===== src/rtl/apb_rr_master_if.sv =====
// APB bus bundle between apb_rr_master and a single APB slave.
interface apb_rr_master_if #(
    parameter int ADDR_W = 8,
    parameter int DATA_W = 8
);
    logic              PSEL;
    logic              PENABLE;
    logic              PWRITE;
    logic [ADDR_W-1:0] PADDR;
    logic [DATA_W-1:0] PWDATA;
    logic [DATA_W-1:0] PRDATA;
    logic              PREADY;

    modport master (
        output PSEL, PENABLE, PWRITE, PADDR, PWDATA,
        input  PRDATA, PREADY
    );

    modport slave (
        input  PSEL, PENABLE, PWRITE, PADDR, PWDATA,
        output PRDATA, PREADY
    );
endinterface


===== src/rtl/apb_rr_master.sv =====
// Two-requester round-robin APB master (IDLE -> SETUP -> ACCESS sequencing).
// Optional ACCESS-phase timeout enabled by defining APB_TIMEOUT_EN.
module apb_rr_master #(
    parameter int ADDR_W         = 8,
    parameter int DATA_W         = 8,
    parameter int TIMEOUT_CYCLES = 16
) (
    input  logic              PCLK,
    input  logic              PRESETn,

    input  logic              req0_valid,
    input  logic              req0_write,
    input  logic [ADDR_W-1:0] req0_addr,
    input  logic [DATA_W-1:0] req0_wdata,
    output logic              req0_done,
    output logic              req0_err,
    output logic [DATA_W-1:0] req0_rdata,

    input  logic              req1_valid,
    input  logic              req1_write,
    input  logic [ADDR_W-1:0] req1_addr,
    input  logic [DATA_W-1:0] req1_wdata,
    output logic              req1_done,
    output logic              req1_err,
    output logic [DATA_W-1:0] req1_rdata,

    apb_rr_master_if.master   apb
);

    if (TIMEOUT_CYCLES < 1 || TIMEOUT_CYCLES > 255) begin : g_timeout_range
        $error("apb_rr_master: TIMEOUT_CYCLES must lie in 1..255");
    end

    typedef enum logic [1:0] {
        IDLE   = 2'd0,
        SETUP  = 2'd1,
        ACCESS = 2'd2
    } state_t;

    state_t            state;
    logic              ptr;
    logic              gnt;
    logic              pick;
    logic              psel;
    logic              penable;
    logic              pwrite;
    logic [ADDR_W-1:0] paddr;
    logic [DATA_W-1:0] pwdata;

`ifdef APB_TIMEOUT_EN
    localparam logic [7:0] TIMEOUT_LIMIT = 8'(TIMEOUT_CYCLES);
    logic [7:0] cnt;
    logic [7:0] cnt_next;
    assign cnt_next = cnt + 8'd1;
`else
    assign req0_err = 1'b0;
    assign req1_err = 1'b0;
`endif

    assign apb.PSEL    = psel;
    assign apb.PENABLE = penable;
    assign apb.PWRITE  = pwrite;
    assign apb.PADDR   = paddr;
    assign apb.PWDATA  = pwdata;

    // Under contention the requester that did not win last time is served.
    always_comb begin
        pick = 1'b0;
        if (req0_valid && req1_valid) begin
            pick = ~ptr;
        end else if (req1_valid) begin
            pick = 1'b1;
        end
    end

    always_ff @(posedge PCLK or negedge PRESETn) begin
        if (!PRESETn) begin
            state      <= IDLE;
            ptr        <= 1'b1;
            gnt        <= 1'b0;
            psel       <= 1'b0;
            penable    <= 1'b0;
            pwrite     <= 1'b0;
            paddr      <= '0;
            pwdata     <= '0;
            req0_done  <= 1'b0;
            req1_done  <= 1'b0;
            req0_rdata <= '0;
            req1_rdata <= '0;
`ifdef APB_TIMEOUT_EN
            req0_err   <= 1'b0;
            req1_err   <= 1'b0;
            cnt        <= '0;
`endif
        end else begin
            req0_done <= 1'b0;
            req1_done <= 1'b0;
`ifdef APB_TIMEOUT_EN
            req0_err  <= 1'b0;
            req1_err  <= 1'b0;
`endif
            case (state)
                IDLE: begin
                    if (req0_valid || req1_valid) begin
                        gnt     <= pick;
                        ptr     <= pick;
                        pwrite  <= pick ? req1_write : req0_write;
                        paddr   <= pick ? req1_addr  : req0_addr;
                        pwdata  <= pick ? req1_wdata : req0_wdata;
                        psel    <= 1'b1;
                        penable <= 1'b0;
`ifdef APB_TIMEOUT_EN
                        cnt     <= '0;
`endif
                        state   <= SETUP;
                    end
                end

                SETUP: begin
                    penable <= 1'b1;
                    state   <= ACCESS;
                end

                ACCESS: begin
                    if (apb.PREADY) begin
                        if (gnt) begin
                            req1_done <= 1'b1;
                            if (!pwrite) req1_rdata <= apb.PRDATA;
                        end else begin
                            req0_done <= 1'b1;
                            if (!pwrite) req0_rdata <= apb.PRDATA;
                        end
                        psel    <= 1'b0;
                        penable <= 1'b0;
                        state   <= IDLE;
                    end
`ifdef APB_TIMEOUT_EN
                    // PREADY has priority over a limit reached in the same cycle.
                    else if (cnt_next == TIMEOUT_LIMIT) begin
                        cnt <= cnt_next;
                        if (gnt) begin
                            req1_done  <= 1'b1;
                            req1_err   <= 1'b1;
                            req1_rdata <= '0;
                        end else begin
                            req0_done  <= 1'b1;
                            req0_err   <= 1'b1;
                            req0_rdata <= '0;
                        end
                        psel    <= 1'b0;
                        penable <= 1'b0;
                        state   <= IDLE;
                    end else begin
                        cnt <= cnt_next;
                    end
`endif
                end

                default: begin
                    psel    <= 1'b0;
                    penable <= 1'b0;
                    state   <= IDLE;
                end
            endcase
        end
    end

endmodule


===== src/flat_wrapper.sv =====
// flat-port wrapper written by rule: the top's interface ports become plain ports
module apb_rr_master_flat 
#(
    parameter int ADDR_W         = 8,
    parameter int DATA_W         = 8,
    parameter int TIMEOUT_CYCLES = 16
)
  (PCLK, PRESETn, req0_valid, req0_write, req0_addr, req0_wdata, req0_done, req0_err, req0_rdata, req1_valid, req1_write, req1_addr, req1_wdata, req1_done, req1_err, req1_rdata, apb_PSEL, apb_PENABLE, apb_PWRITE, apb_PADDR, apb_PWDATA, apb_PRDATA, apb_PREADY);
  apb_rr_master_if #(.ADDR_W(ADDR_W), .DATA_W(DATA_W)) apb_i ();
  input  logic PCLK;
  input  logic PRESETn;
  input  logic req0_valid;
  input  logic req0_write;
  input  logic [ADDR_W-1:0] req0_addr;
  input  logic [DATA_W-1:0] req0_wdata;
  output logic req0_done;
  output logic req0_err;
  output logic [DATA_W-1:0] req0_rdata;
  input  logic req1_valid;
  input  logic req1_write;
  input  logic [ADDR_W-1:0] req1_addr;
  input  logic [DATA_W-1:0] req1_wdata;
  output logic req1_done;
  output logic req1_err;
  output logic [DATA_W-1:0] req1_rdata;
  output wire logic [$bits(apb_i.PSEL)-1:0] apb_PSEL;
  output wire logic [$bits(apb_i.PENABLE)-1:0] apb_PENABLE;
  output wire logic [$bits(apb_i.PWRITE)-1:0] apb_PWRITE;
  output wire logic [$bits(apb_i.PADDR)-1:0] apb_PADDR;
  output wire logic [$bits(apb_i.PWDATA)-1:0] apb_PWDATA;
  input wire logic [$bits(apb_i.PRDATA)-1:0] apb_PRDATA;
  input wire logic [$bits(apb_i.PREADY)-1:0] apb_PREADY;
  assign apb_PSEL = apb_i.PSEL;
  assign apb_PENABLE = apb_i.PENABLE;
  assign apb_PWRITE = apb_i.PWRITE;
  assign apb_PADDR = apb_i.PADDR;
  assign apb_PWDATA = apb_i.PWDATA;
  assign apb_i.PRDATA = apb_PRDATA;
  assign apb_i.PREADY = apb_PREADY;
  apb_rr_master #(.ADDR_W(ADDR_W), .DATA_W(DATA_W), .TIMEOUT_CYCLES(TIMEOUT_CYCLES)) u_core (.PCLK(PCLK), .PRESETn(PRESETn), .req0_valid(req0_valid), .req0_write(req0_write), .req0_addr(req0_addr), .req0_wdata(req0_wdata), .req0_done(req0_done), .req0_err(req0_err), .req0_rdata(req0_rdata), .req1_valid(req1_valid), .req1_write(req1_write), .req1_addr(req1_addr), .req1_wdata(req1_wdata), .req1_done(req1_done), .req1_err(req1_err), .req1_rdata(req1_rdata), .apb(apb_i));
endmodule

===== config.mk =====
export PLATFORM = sky130hd
export DESIGN_NAME = apb_rr_master_flat
export DESIGN_NICKNAME = d
export VERILOG_FILES = /design/src/rtl/apb_rr_master_if.sv /design/src/rtl/apb_rr_master.sv /design/src/flat_wrapper.sv
export SDC_FILE = /design/constraint.sdc
export NUM_CORES = 1
export LEC_CHECK = 0
export ABC_AREA = 0
export CAP_MARGIN = 20
export CORE_MARGIN = 2
export CORE_UTILIZATION = 23
export CTS_BUF_LIST = sky130_fd_sc_hd__clkbuf_8
export CTS_CLUSTER_SIZE = 40
export DETAILED_ROUTE_END_ITERATION = 8
export PLACE_DENSITY_LB_ADDON = 0.25
export SETUP_SLACK_MARGIN = 0.3
export SYNTH_ARGS = -nofsm -noshare
export SYNTH_HDL_FRONTEND = slang
export SYNTH_SLANG_ARGS = --single-unit

===== constraint.sdc =====
create_clock -name PCLK -period 3.4 [get_ports PCLK]
set_input_delay 1.02 -clock PCLK [delete_from_list [all_inputs] [get_ports PCLK]]
set_output_delay 1.02 -clock PCLK [all_outputs]
set_load 0.01 [all_outputs]

# [Word-level counts from Yosys, hierarchy flattened]
# Cells that the tools add are included.
[totals] rom_bits=0 word_cells=47 inputBits=47 ram_bits=0 mem_count=0 output_inout_bits=39 latchBits=0 ff_bits=41
[op_classes] mul=0 mux=19 shift=0 magnitude_cmp=0 n_div=0 eq_ne=4 add_sub_neg=0 n_bitwise=4 n_reduce_logical=8
[op_table] cell="8-bit 2-to-1 mux" n=2
[op_table] cell="1-bit 2-to-1 mux" n=12
[op_table] cell="4-bit AND reduction" n=2
[op_table] cell="1-bit one-hot mux with 3 select lines" n=2
[op_table] cell="2-bit one-hot mux with 3 select lines" n=1
[op_table] cell="2-bit 2-to-1 mux" n=2
[op_table] cell="1-bit NOT" n=4
[op_table] cell="2-bit AND reduction" n=2
[op_table] cell="3-bit AND reduction" n=1
[op_table] cell="2-bit by 1-bit == test with 1-bit output (second input constant)" n=1
[op_table] cell="2-bit == test (second input constant)" n=1
[op_table] cell="2-bit zero test" n=1
[op_table] cell="2-bit by 1-bit inequality test with 1-bit output (second input constant)" n=1
[op_table] cell="2-bit inequality test (second input constant)" n=1
[op_table] cell="1-bit logical AND" n=1
[op_table] cell="1-bit logical OR" n=1

# [Depth between registers and ports, before layout]
# Gate-level depths: netlist (run 1).
[depth] depth_word=3 mapped_depth=5 ltp_nobuf=3

# [Least setup slack after synthesis (run 1)]
# Ideal clock, no wire load.
[synth_path] path_kind="input port to flip-flop" startpoint="input port req1_valid" endpoint="register u_core.paddr[0] (netlist: u_core.apb.PADDR[0])" setup_time_ns=0.125 slack_ns=1.265 arrival_time_ns=2.010 path_buffers=2 cell_stages=5 required_time_ns=3.275 cell_sequence="a21bo_1 buf_6 buf_12 mux2_4 mux2_4"
[synth_via] elab_chain_len=3 elab_cells_between_ends=6 classes_between="3 x mux; 3 x reduce/logical"
[synth_lines] element="start, declared" line_no="flat_wrapper.sv:19" rtl="input logic req1_valid;"
[synth_lines] element="1-bit 2-to-1 mux / 1-bit logical AND (equally long branches)" line_no="apb_rr_master.sv:71, apb_rr_master.sv:69"
[synth_lines] element="1-bit 2-to-1 mux" line_no="apb_rr_master.sv:69" rtl="if (req0_valid && req1_valid) begin"
[synth_lines] element="8-bit 2-to-1 mux" line_no="apb_rr_master.sv:108" rtl="paddr <= pick ? req1_addr : req0_addr;"
[synth_lines] element="end signal, assigned" line_no="apb_rr_master.sv:108"
[synth_lines] element="end, declared" line_no="apb_rr_master.sv:47" rtl="logic [ADDR_W-1:0] paddr;"
# Parallel ways exist; a longest one is shown, timed or not.
# A chain may end at the register's enable or synchronous reset.

==> results of run 1 <==
==> logic make-up (layout without fill, tap and decap cells) <==
kind of cell,count (synthesis),after routing,synth area share
buffers and inverters,8,99,0.0353
multiplexers,53,53,0.361
AND/OR/NAND/NOR,8,8,0.0346
other,1,2,0.00207
AO/OA/AOI/OAI,3,3,0.0125
flip-flops,40,40,0.554
==> flip-flops by register name, indices dropped and copies added (netlist names) <==
register and flops:
u_core.ptr 1, u_core.apb.PWDATA 8, u_core.state 2, u_core.req1_done 1
u_core.req0_done 1, u_core.apb.PSEL 1, u_core.req1_rdata 8, u_core.apb.PADDR 8
u_core.req0_rdata 8, u_core.gnt 1, u_core.apb.PWRITE 1
==> per-layer routing <==
metal / up-vias / global-route usage / share of wire
met1: 603 / 0.126 / 0.47
met2: 47 / 0.159 / 0.45
met3: 5 / 0.0325 / 0.060
li1: 572 / - / -
met5: - / 0 / 0
met4: 0 / 0.0404 / 0.017
==> synth_stat cells, types with 2 or more instances <==
library cell / number / area, um^2
sky130_fd_sc_hd__buf_4: 2 / 15.0
sky130_fd_sc_hd__inv_1: 2 / 7.51
sky130_fd_sc_hd__dfrtp_1: 39 / 976
sky130_fd_sc_hd__nor2_1: 3 / 11.3
sky130_fd_sc_hd__nor3_2: 2 / 20.0
sky130_fd_sc_hd__mux2_4: 16 / 240
sky130_fd_sc_hd__buf_2: 2 / 10.0
sky130_fd_sc_hd__mux2i_1: 3 / 30.0
sky130_fd_sc_hd__mux2_2: 34 / 383
==> per-stage QoR <==
step           cell area, um^2  utilization  power (mW)  hold WS, ns  setup slack (ns)
2_1_floorplan             1810            -        1.39        0.443              1.26
3_3_place_gp              2760        0.359        1.97        0.456             0.772
3_5_place_dp              2760        0.359        1.97        0.459             0.744
4_1_cts                   2880        0.375        2.40        0.474             0.983
5_1_grt                   2880        0.375        2.51        0.496             0.923
6_report                  2880        0.375        2.36        0.470              1.00
==> layout make-up <==
class	count	area, um^2	share of cell area
well taps	102	128	0.0443
repair buffers	89	871	0.302
inverters	2	7.51	0.00261
clock inverters	2	38.8	0.0135
flip-flops and latches	40	1000	0.348
clock buffers	6	82.6	0.0287
multi-input cells	66	751	0.261
==> worst max-delay path by stage <==
stage                                start                          endpoint
2_1_floorplan                   req1_valid   u_core.apb.PADDR[0]$_DFFE_PN0P_
3_3_place_gp                    req1_valid   u_core.apb.PADDR[7]$_DFFE_PN0P_
3_5_place_dp                    req1_valid  u_core.apb.PWDATA[3]$_DFFE_PN0P_
4_1_cts        u_core.state[1]$_DFFE_PN0P_                       apb_PENABLE
5_1_grt        u_core.state[1]$_DFFE_PN0P_                       apb_PENABLE
6_report       u_core.state[1]$_DFFE_PN0P_                       apb_PENABLE
==> power groups by stage <==
stage,logic [mW],clock network [mW],registers (mW)
detailed placement,1.12,0,0.855
finish,1.10,0.418,0.849
global route,1.17,0.455,0.883
CTS,1.12,0.432,0.852
global placement,1.11,0,0.857
floorplan,0.445,0,0.943
==> flow_summary.rst, run 1 <==
.. list-table::
   :header-rows: 1

   * - Metric
     - Value
   * - Outcome
     - finished, final reports clean
   * - Setup repair after global routing missed its margin
     - no
   * - Mean instance size in the synthesized netlist
     - 16.0 um^2
   * - Number of clock sinks
     - 40
   * - Total of buffers placed on input and output ports
     - 83
   * - Portion of total power attributed to the clock network
     - 0.177
   * - Non-filler instance count after layout
     - 307
   * - Clock skew
     - 0.00222 ns
   * - Worst path buffer plus inverter count
     - 1
   * - Highest clock rate
     - 417 MHz
   * - Switching share of total power
     - 0.294
   * - Area inside the core boundary
     - 7690 um^2
   * - Slowest cell on the critical path
     - sky130_fd_sc_hd__clkdlybuf4s50_1
   * - Hold-fix buffers at CTS
     - 0
   * - Number of antenna diodes
     - 0
   * - Type of the worst min-delay path
     - reg2reg
   * - Relative area change from synthesis to final layout
     - 59.3%
   * - Start-to-end type of the worst setup path
     - reg2out
   * - Final weighted congestion in routability-driven placement
     - 0.672
   * - Placement row count
     - 32
   * - Master cell of the clock root buffer
     - sky130_fd_sc_hd__clkbuf_8
   * - Final cycle utilization of the critical path
     - 0.705
   * - Grt ovf
     - 0
   * - Number of H-tree levels
     - 2
   * - Residual DRC
     - 0
   * - Min-delay src
     - u_core.ptr$_DFFE_PN1P_
   * - Portion of total power attributed to combinational logic
     - 0.464
   * - Die X-Extent
     - 92.7 um
   * - Clock latency of the later-clocked register in the worst-skew pair
     - 0.29 ns
   * - Internal
     - 1.67 mW
   * - Global-route wire length before repair
     - 6600 um
   * - Initial antenna violation count
     - 0
   * - First-pass detailed-route iteration total
     - 2
   * - Net switching power figure
     - 0.695 mW
   * - Max-slew violation total from the final report
     - 0
   * - Post-detailed-routing wire length
     - 4160 um
   * - Clock buffers created by TritonCTS
     - 5
   * - Portion of total power attributed to sequential cells
     - 0.359
   * - Maximum number of pins on one net before global-route repair
     - 41
   * - Synthesized instance count
     - 113
   * - Number of global-route vias before repair
     - 1,354
   * - TritonCTS clock tree
     - built
   * - All-layer global routing usage
     - 0.100
   * - Total of max-cap violations
     - 0
   * - Top cell family by delay on the critical path
     - buffers and inverters
   * - Post-CTS setup repair buffer count
     - 0
   * - Worst reg-to-reg setup slack
     - 1.79 ns
   * - Most frequent cells in the layout
     - 82 x sky130_fd_sc_hd__clkdlybuf4s50_1, 39 x sky130_fd_sc_hd__dfrtp_1, 34 x sky130_fd_sc_hd__mux2_2
   * - VDD IR-drop max
     - 0.237 mV
   * - Worst R2R Path Depth
     - 4
   * - Largest buffer count on any clock path
     - 2
   * - Fillcell total
     - 764
   * - Power per cell area
     - 821 nW/um^2
   * - Dpl cells
     - 299
   * - Finish-stage setup viols
     - 0
   * - Number of cells on the worst hold path
     - 2
   * - Reg2Reg Capture Point
     - u_core.apb.PWDATA[1]$_DFFE_PN0P_
   * - WP depth
     - 1
   * - Number of hold violations in the final report
     - 0
   * - Slowest cell delay on critical path
     - 0.61 ns
   * - Estimated wirelength of the detail-placed design
     - 2930 um
   * - Shortest period the worst path allows
     - 2.40 ns
   * - Commonest non-fill, non-tap cell in the layout
     - sky130_fd_sc_hd__clkdlybuf4s50_1
   * - Launch instance of the worst register-to-register path
     - u_core.ptr$_DFFE_PN1P_
   * - Kind of launch point of the worst setup path
     - flop
   * - Total of flip-flops plus latches after synthesis
     - 40
   * - Starting density of the core
     - 0.235
   * - Main synth FF type
     - sky130_fd_sc_hd__dfrtp_1
   * - Peak fanout along the critical path
     - 6
   * - Routed via count
     - 1,227
   * - Final layout net count
     - 251
   * - Proportion of layout cells with a drive suffix above 1
     - 0.341
   * - Measured slew at the worst slew-check pin
     - 0.915 ns
   * - Top-level port count
     - 86
   * - Die span in y
     - 92.7 um
   * - Vias per cell
     - 4.00
   * - Clock-pin slew on the worst setup and hold paths
     - 0.08 ns
   * - Number of synthesized flops with an enable pin
     - 0
   * - Antenna Violating Nets Remaining
     - 0
   * - Hold Crit Endpoint
     - u_core.ptr$_DFFE_PN1P_
   * - Gates resized, CTS repair
     - 0
   * - Detailed Route Iter0 Violations
     - 19
   * - Leakage dissipation
     - 1.23 nW
   * - Post-route setup TNS
     - 0 ns
   * - Async set-or-reset flop fraction in the synthesized netlist
     - 1.00
   * - Routed length per placed instance
     - 13.5 um
   * - Critical Path, Cell by Cell
     - clkdlybuf4s50_1
   * - Yosys warnings
     - 0
   * - Post-synthesis sequential area ratio
     - 0.554
   * - CP arrival
     - 1.38 ns
   * - Area enclosed by the die boundary
     - 8590 um^2
   * - Data required time at the worst endpoint
     - 2.38 ns
   * - Cell area after technology mapping
     - 1810 um^2
   * - Relative slew slack
     - 0.390
   * - Capturing element type of the critical path
     - output pin
   * - Unique masters post-synth
     - 19
No activity file was read; power rests on OpenSTA's default activity.
==> inputs of run 2 (changes only) <==
==> constraint.sdc (replaced) <==
create_clock -name PCLK -period 2.16 [get_ports PCLK]
set_input_delay 0.648 -clock PCLK [delete_from_list [all_inputs] [get_ports PCLK]]
set_output_delay 0.648 -clock PCLK [all_outputs]
set_load 0.01 [all_outputs]
==> flow_summary.rst, run 2 (synthesized netlist as in run 1, its figures left out) <==
.. list-table::
   :header-rows: 1

   * - Metric
     - Value
   * - Number of global-route vias before repair
     - 1,413
   * - Worst path buffer plus inverter count
     - 1
   * - First-pass detailed-route iteration total
     - 2
   * - Initial antenna violation count
     - 0
   * - Peak fanout along the critical path
     - 2
   * - Number of hold violations in the final report
     - 0
   * - Master cell of the clock root buffer
     - sky130_fd_sc_hd__clkbuf_8
   * - Grt ovf
     - 0
   * - Maximum number of pins on one net before global-route repair
     - 20
   * - Die X-Extent
     - 92.7 um
   * - Finish-stage setup viols
     - 0
   * - Clock skew
     - 0.00357 ns
   * - CP arrival
     - 1.17 ns
   * - Shortest period the worst path allows
     - 1.82 ns
   * - Critical path origin
     - u_core.req1_rdata[3]$_DFFE_PN0P_
   * - Capturing element of the worst setup path
     - req1_rdata[3]
   * - Critical Path, Cell by Cell
     - clkdlybuf4s50_1
   * - Total of max-cap violations
     - 0
   * - Slowest cell delay on critical path
     - 0.53 ns
   * - Number of antenna diodes
     - 0
   * - Worst R2R Path Depth
     - 4
   * - Antenna Violating Nets Remaining
     - 0
   * - Area inside the core boundary
     - 7690 um^2
   * - Post-detailed-routing wire length
     - 4320 um
   * - Routed met2 length
     - 1960 um
   * - Kind of launch point of the worst setup path
     - flop
   * - Starting density of the core
     - 0.235
   * - Reg2Reg Capture Point
     - u_core.apb.PWDATA[2]$_DFFE_PN0P_
   * - Post-layout power
     - 3.66 mW
   * - Final layout net count
     - 260
   * - Routed via count
     - 1,257
   * - VDD IR-drop max
     - 0.353 mV
   * - Capturing element type of the critical path
     - output pin
   * - Most frequent cells in the layout
     - 47 x sky130_fd_sc_hd__clkdlybuf4s50_1, 38 x sky130_fd_sc_hd__dfrtp_1, 34 x sky130_fd_sc_hd__mux2_2
   * - Largest buffer count on any clock path
     - 2
   * - Area enclosed by the die boundary
     - 8590 um^2
   * - TritonCTS clock tree
     - built
   * - Vias per cell
     - 3.98
   * - Global-route wire length before repair
     - 6970 um
   * - Worst reg-to-reg setup slack
     - 0.50 ns
   * - Routed length per placed instance
     - 13.7 um
   * - Max Used Layer
     - met4
   * - Leakage dissipation
     - 1.61 nW
   * - Data required time at the worst endpoint
     - 1.51 ns
   * - Fillcell total
     - 758
   * - Highest clock rate
     - 551 MHz
   * - Commonest non-fill, non-tap cell in the layout
     - sky130_fd_sc_hd__clkdlybuf4s50_1
   * - Total met3 wirelength after detailed routing
     - 294 um
   * - Number of clock sinks
     - 40
   * - Setup repair after global routing missed its margin
     - no
   * - Final weighted congestion in routability-driven placement
     - 0.643
   * - Clock latency of the later-clocked register in the worst-skew pair
     - 0.28 ns
   * - Launch instance of the worst register-to-register path
     - u_core.ptr$_DFFE_PN1P_
   * - Post-route met1 wirelength
     - 2010 um
   * - Placement row count
     - 32
   * - Estimated wirelength of the detail-placed design
     - 3100 um
   * - Residual DRC
     - 0
   * - WP depth
     - 1
   * - Hold Slack
     - 0.250 ns
   * - Proportion of layout cells with a drive suffix above 1
     - 0.374
   * - Worst setup slack after layout
     - 0.344 ns
   * - Slowest cell on the critical path
     - sky130_fd_sc_hd__clkdlybuf4s50_1
   * - Number of H-tree levels
     - 2
   * - Clock buffers created by TritonCTS
     - 5
   * - Max-slew violation total from the final report
     - 0
   * - Final cycle utilization of the critical path
     - 0.841
   * - Outcome
     - finished, final reports clean
   * - Relative area change from synthesis to final layout
     - 69.1%
   * - Worst slack at placement
     - -0.0998 ns
   * - Top-level port count
     - 86
   * - Top cell family by delay on the critical path
     - buffers and inverters
   * - Power per cell area
     - 1200 nW/um^2
   * - Total of buffers placed on input and output ports
     - 83
   * - Die span in y
     - 92.7 um
   * - Clock-pin slew on the worst setup and hold paths
     - 0.08 ns
   * - All-layer global routing usage
     - 0.105
   * - Detailed Route Iter0 Violations
     - 6
   * - Type of the worst min-delay path
     - in2async
   * - Post-route setup TNS
     - 0 ns
   * - Start-to-end type of the worst setup path
     - reg2out
## run 2: cell count changes in the layout (fill, tap and decap cells not counted), sizes merged
cell | before | now
buf | 7 | 15
bufbuf | 0 | 1
clkbuf | 6 | 5
clkdlybuf4s50 | 82 | 47
dlygate4sd2 | 0 | 6
dlymetal6s2s | 0 | 29
inv | 2 | 3
## run 2: cell type report
type	instances	area, um^2	area share
repair buffers	98	1050	0.345
flip-flops and latches	40	1000	0.328
multi-input cells	66	757	0.248
well taps	102	128	0.0418
clock buffers	5	68.8	0.0225
clock inverters	3	38.8	0.0127
inverters	2	7.51	0.00246
## run 2: worst min-delay path by stage
stage                                 startpoint                               to  slack [ns]
after floorplan                          PRESETn  u_core.apb.PADDR[0]$_DFFE_PN0P_        0.35
after global placement    u_core.ptr$_DFFE_PN1P_           u_core.ptr$_DFFE_PN1P_        0.46
after detailed placement  u_core.ptr$_DFFE_PN1P_           u_core.ptr$_DFFE_PN1P_        0.46
after CTS                                PRESETn  u_core.apb.PADDR[2]$_DFFE_PN0P_        0.24
after global routing                     PRESETn  u_core.apb.PADDR[2]$_DFFE_PN0P_        0.25
final                                    PRESETn    u_core.apb.PWRITE$_DFFE_PN0P_        0.25
## run 2: layer usage
metal	global-route usage	up-vias
met5	0	-
met4	0.0368	0
met3	0.0374	6
met2	0.161	48
met1	0.137	609
li1	-	594
## run 2: per-stage QoR
step                cell area (um^2)  std cells   util
detailed placement              2810        303  0.366
finish                          3060        316  0.398
global route                    3060        316  0.398
floorplan                       1810        114      -
CTS                             2960        313  0.385
global placement                2810        303  0.366
## run 2: power breakdown
part / total (mW) / switching (mW) / internal [mW]
sequential: 1.32 / 0.197 / 1.12
clock: 0.593 / 0.254 / 0.338
combinational: 1.75 / 0.623 / 1.13
## run 2: timing repair
item                                    in CTS  in global routing
gates cloned                                 1                  0
hold buffers                                 0                  0
gates resized for setup                      9                 29
setup buffers                                1                  3
pin swaps                                    1                  0
hold endpoints to repair                     0                  0
endpoints found under the setup margin      22                 29
